$ cat src/rtl/cp0_timer.sv
// Coprocessor 0: SR/Cause/EPC exception state, BadVAddr, PRId and a
// prescaled Count/Compare timer that can raise a hardware interrupt.
module cp0_timer #(
    parameter int          HWINT_W   = 6,
    parameter int          COUNT_DIV = 1,
    parameter logic [31:0] PRID      = 32'h0000_4C43
) (
    input  logic               clk,
    input  logic               reset,
    input  logic               en,
    input  logic               BDIn,
    input  logic               EXLClr,
    input  logic [4:0]         CP0Add,
    input  logic [4:0]         ExcCodeIn,
    input  logic [HWINT_W-1:0] HWInt,
    input  logic [31:0]        CP0In,
    input  logic [31:0]        vpc,
    input  logic [31:0]        BadVAddrIn,
    output logic               Req,
    output logic [31:0]        CP0Out,
    output logic [31:0]        EPCOut,
    output logic               TimerIrq
);

    localparam int PW = (COUNT_DIV > 1) ? $clog2(COUNT_DIV) : 1;
    localparam logic [PW-1:0] PMAX = PW'(COUNT_DIV - 1);

    localparam logic [4:0] A_BADV  = 5'd8;
    localparam logic [4:0] A_COUNT = 5'd9;
    localparam logic [4:0] A_CMP   = 5'd11;
    localparam logic [4:0] A_SR    = 5'd12;
    localparam logic [4:0] A_CAUSE = 5'd13;
    localparam logic [4:0] A_EPC   = 5'd14;
    localparam logic [4:0] A_PRID  = 5'd15;

    logic [5:0]    im;
    logic          exl;
    logic          ie;
    logic          bd;
    logic          ti;
    logic [5:0]    ip;
    logic [4:0]    exccode;
    logic [31:0]   epc;
    logic [31:0]   badvaddr;
    logic [31:0]   count;
    logic [31:0]   compare;
    logic [PW-1:0] presc;

    logic [5:0]    pend;
    logic          exception;
    logic          interrupt;
    logic          wr;
    logic          wr_sr;
    logic          wr_epc;
    logic          wr_count;
    logic          wr_cmp;
    logic          tick;
    logic          match;
    logic          bad_load;
    logic [31:0]   count_inc;
    logic [31:0]   sr_val;
    logic [31:0]   cause_val;

    // Timer interrupt shares the top line with HWInt[5].
    always_comb begin
        pend = '0;
        pend[HWINT_W-1:0] = HWInt;
        pend[5] = pend[5] | ti;
    end

    assign exception = !exl && (ExcCodeIn != 5'd0);
    assign interrupt = !exl && ie && ((pend & im) != 6'd0);
    assign Req       = exception | interrupt;

    assign EPCOut = Req ? (BDIn ? vpc - 32'd4 : vpc) : epc;

    assign wr       = en && !Req;
    assign wr_sr    = wr && (CP0Add == A_SR);
    assign wr_epc   = wr && (CP0Add == A_EPC);
    assign wr_count = wr && (CP0Add == A_COUNT);
    assign wr_cmp   = wr && (CP0Add == A_CMP);

    assign tick      = (presc == PMAX);
    assign count_inc = count + 32'd1;
    assign match     = tick && !wr_count && (count_inc == compare);

    assign bad_load = Req && !interrupt &&
                      ((ExcCodeIn == 5'd4) || (ExcCodeIn == 5'd5));

    assign TimerIrq = ti;

    assign sr_val    = {16'd0, im, 8'd0, exl, ie};
    assign cause_val = {bd, ti, 14'd0, ip, 3'd0, exccode, 2'd0};

    always_ff @(posedge clk or posedge reset) begin
        if (reset) begin
            im  <= '0;
            ie  <= 1'b0;
            exl <= 1'b0;
        end else begin
            if (wr_sr) begin
                im <= CP0In[15:10];
                ie <= CP0In[0];
            end
            if (Req)
                exl <= 1'b1;
            else if (EXLClr)
                exl <= 1'b0;
            else if (wr_sr)
                exl <= CP0In[1];
        end
    end

    always_ff @(posedge clk or posedge reset) begin
        if (reset) begin
            ip      <= '0;
            bd      <= 1'b0;
            exccode <= '0;
        end else begin
            ip <= pend;
            if (Req) begin
                bd      <= BDIn;
                exccode <= interrupt ? 5'd0 : ExcCodeIn;
            end
        end
    end

    always_ff @(posedge clk or posedge reset) begin
        if (reset) begin
            epc      <= '0;
            badvaddr <= '0;
        end else begin
            if (Req)
                epc <= EPCOut;
            else if (wr_epc)
                epc <= CP0In;
            if (bad_load)
                badvaddr <= BadVAddrIn;
        end
    end

    // A Count write restarts the prescaler so the next increment is a
    // full COUNT_DIV cycles away.
    always_ff @(posedge clk or posedge reset) begin
        if (reset) begin
            presc <= '0;
            count <= '0;
        end else if (wr_count) begin
            presc <= '0;
            count <= CP0In;
        end else if (tick) begin
            presc <= '0;
            count <= count_inc;
        end else begin
            presc <= presc + PW'(1);
        end
    end

    always_ff @(posedge clk or posedge reset) begin
        if (reset) begin
            compare <= 32'hFFFF_FFFF;
            ti      <= 1'b0;
        end else if (wr_cmp) begin
            compare <= CP0In;
            ti      <= 1'b0;
        end else if (match) begin
            ti <= 1'b1;
        end
    end

    always_comb begin
        CP0Out = 32'd0;
        unique case (CP0Add)
            A_BADV:  CP0Out = badvaddr;
            A_COUNT: CP0Out = count;
            A_CMP:   CP0Out = compare;
            A_SR:    CP0Out = sr_val;
            A_CAUSE: CP0Out = cause_val;
            A_EPC:   CP0Out = EPCOut;
            A_PRID:  CP0Out = PRID;
            default: CP0Out = 32'd0;
        endcase
    end

endmodule

$ cat config.mk
export PLATFORM = sky130hd
export DESIGN_NAME = cp0_timer
export DESIGN_NICKNAME = d
export VERILOG_FILES = /design/src/rtl/cp0_timer.sv
export SDC_FILE = /design/constraint.sdc
export NUM_CORES = 1
export LEC_CHECK = 0
export CAP_MARGIN = 20
export CORE_MARGIN = 3
export CORE_UTILIZATION = 53
export DETAILED_ROUTE_END_ITERATION = 6
export PLACE_DENSITY_LB_ADDON = 0.25
export SLEW_MARGIN = 20
export SYNTH_ARGS = -nofsm -noshare
export SYNTH_HDL_FRONTEND = slang
export SYNTH_SLANG_ARGS = --single-unit
$ cat constraint.sdc
create_clock -name clk -period 5 [get_ports clk]
set_input_delay 0.5 -clock clk [delete_from_list [all_inputs] [get_ports clk]]
set_output_delay 0.5 -clock clk [all_outputs]
set_load 0.02 [all_outputs]
==> metrics.md <==
| Metric | Value |
|---|---|
| DR iter-0 viols | `758` |
| DP Wirelength | `between 20000 and 25000 um` |
| Worst setup margin | `approximately 0.73 ns` |
| Pins Over Slew Limit | `0` |
| Vias/cell | `slightly above 6` |
| P&R area growth vs syn | `28.14%` |
| Drt pass-1 iters | `6` |
| F_max | `234.0 MHz` |
| CP Max Fanout | `48` |
| Mapped Avg Cell Area | `slightly below 10 um^2` |
| Final period util | `approximately 85%` |
| Ys async rst share | `100.0%` |
| Hold WC Path Type | `input port to asynchronous set/reset pin` |
| Die H | `about 140 um` |
| Pre-CTS setup slack | `about 0.79 ns` |
| Vias in the first global route | `8007` |
| Syn Nets | `1063` |
| Yosys synthesis warning count | `0` |
| CTS Buf Count | `17` |
| Setup TNS | `0 ns` |
| RSZ-0062 raised after global routing | `false` |
| Status | `complete, no violations` |
| WL/cell | `22.19 um` |
| Pwr Density | `518.5 nW/um^2` |
| Initial antenna violation count | `0` |
| Remaining global-route overflow | `0` |
| WP data required | `4.50 ns` |
| I/O pin total | `183` |
| WS Path Type | `input port to output pin` |
| Clk pin slew, worst setup/hold paths | `approximately 0.060 ns` |
| Clk_skew | `0.005093 ns` |
| Number of routed nets with antenna violations | `0` |
| First-pass GRT wire length | `around 46000 um` |
| TritonCTS Sinks | `149` |
| Root Buffer | `clkbuf_16` |
| Final Hold Vio Count | `0` |
| Max clock buf depth | `2` |
| Synth Register Bits | `149` |
| Max Cap Violations | `0` |
| Synth Flop Type | `dfrtp_1` |
| Reg2reg end | `TimerIrq$_DFFE_PP0P_` |
| Reg2reg start | `count[5]$_DFF_PP0_` |
| Total Nets Final | `1220` |
| Die area | `~19000 um^2` |
| # H-tree levels | `4` |
| Setup violations, final | `0` |
| IO buf count | `182` |
| Post CTS Setup Buffer Count | `0` |
| Max-Slew Margin vs Limit | `32.92%` |
| Remaining DRCs | `0` |
| Core outline area | `16820 um^2` |
| # resized after CTS | `0` |
| GP Congestion | `0.9530` |
| Vias | `about 8200` |
| Final min period | `4.274 ns` |
| Register area share after synthesis | `40.84%` |
| Most frequent cells in the layout | `clkdlybuf4s50_1 (182), dfrtp_1 (117), nand2_1 (88), mux2_2 (79), nor2_1 (71)` |
| Synth cell types | `80` |
| Die Span X | `138.0 um` |
| EDFF count, synth | `0` |
| Setup crit start kind | `input port` |
| Synthesized cell area | `just over 9000 um^2` |
| Flop2flop setup slack | `~1.9 ns` |
| Worst-Skew Late Latency | `0.43 ns` |
| Most common cell after layout, fill and taps aside | `clkdlybuf4s50_1` |
| Num rows | `47` |
| CP endpoint kind | `output pin` |
| TritonCTS clock tree | `yes` |
| Crit path arrival time | `3.77 ns` |
| # hold bufs at CTS | `0` |
| Routed Wire Length | `29610 um` |
| Overall power | `6.130 mW` |
| Maximum number of pins on one net before global-route repair | `55` |
| Cells after Synth | `around 940` |
| Starting Density | `54.87%` |
| Peak supply drop | `0.2806 mV` |
| GRT Total Usage | `roughly a third` |
| Worst slew pin tran | `around 1.0 ns` |
| Antenna diode instance count | `0` |
| Layout cell share with drive strength beyond 1 | `16.34%` |
| P_leak | `roughly 5 nW` |
| Worst r2r path cells | `7` |
stage by stage:
step | instance area, um^2 | std cells | hold WS (ns) | utilization (%)
4_1_cts | 11820 | 1334 | 0.4793 | 70.30
3_5_place_dp | 11250 | 1302 | 0.4959 | 66.87
5_1_grt | 11820 | 1334 | 0.5218 | 70.30
3_3_place_gp | 11250 | 1302 | 0.4904 | 66.87
2_1_floorplan | 9228 | 944 | 0.4392 | -
6_report | 11820 | 1334 | 0.4541 | 70.30
registers in the layout (all words and copies together), names as in the netlist:
| signal | cells |
|---|---|
| TimerIrq | 1 |
| badvaddr | 32 |
| bd | 1 |
| compare | 32 |
| count | 32 |
| epc | 32 |
| exccode | 5 |
| exl | 1 |
| ie | 1 |
| im | 6 |
| ip | 6 |
where the power goes:
part / switching (mW) / internal [mW]
clock: 0.483 / 0.787
sequential: 0.508 / 1.77
combinational: 1.32 / 1.27
worst max path at each step:
stage,cells past startpoint,end,from,slack [ns]
after floorplan,1,TimerIrq$_DFFE_PP0P_,reset,0.54
after global placement,11,CP0Out[14],HWInt[3],0.79
after detailed placement,11,CP0Out[11],HWInt[3],0.79
after CTS,11,CP0Out[11],HWInt[3],0.78
after global routing,11,CP0Out[14],HWInt[3],0.57
final,11,CP0Out[11],HWInt[3],0.73
worst max-delay path: stages:
cell and delay (ns):
clkdlybuf4s50_1 0.56, a222oi_1 0.14, a311oi_2 0.70, nor2_2 0.12
inv_2 0.31, buf_12 0.27, nor2_1 0.06, a21oi_1 0.19
nand2_1 0.10, nand4_1 0.18, clkdlybuf4s50_1 0.63
cell type report:
class / count / area, um^2
Clock buffer: 28 / 506.7
Multi-Input combinational cell: 710 / 5131
Fill cell: 1280 / 4995
Sequential cell: 149 / 3769
Timing Repair Buffer: 203 / 1992
Inverter: 20 / 80.08
Clock inverter: 4 / 70.07
Tap cell: 220 / 275.3
metal layers:
layer  wire length (um)  track usage, %  up-vias
li1                   -               -     3759
met1              12600           45.11     3941
met2              13280           48.10      411
met3               2945           8.055       56
met4                781           10.21        0
met5                  0               0        -
cell families (layout without fill, tap and decap cells):
kind of cell,after synthesis,in the layout,synth area share [%]
AO/OA/AOI/OAI,217,217,16.41
multiplexers,103,103,12.24
XOR/XNOR,82,82,9.153
AND/OR/NAND/NOR,306,306,17.36
flip-flops,149,149,40.84
adder cells (fa/ha/maj),2,2,0.2711
buffers and inverters,85,255,3.729
synthesized netlist by cell type (all sizes together) (21+ instances only):
cell	n	area, um^2
o21ai	21	105.1
dfstp	32	840.8
nor3	21	120.1
mux2	79	889.6
nand2	88	330.3
xor2	32	280.3
mux2i	24	240.2
nand4	23	150.1
and3	22	137.6
a21oi	61	309.1
clkbuf	46	175.2
xnor2	41	359.1
a22oi	30	225.2
dfrtp	117	2928
nor2	72	270.3
nand3	26	142.6
(Power assumes the default switching activity.)
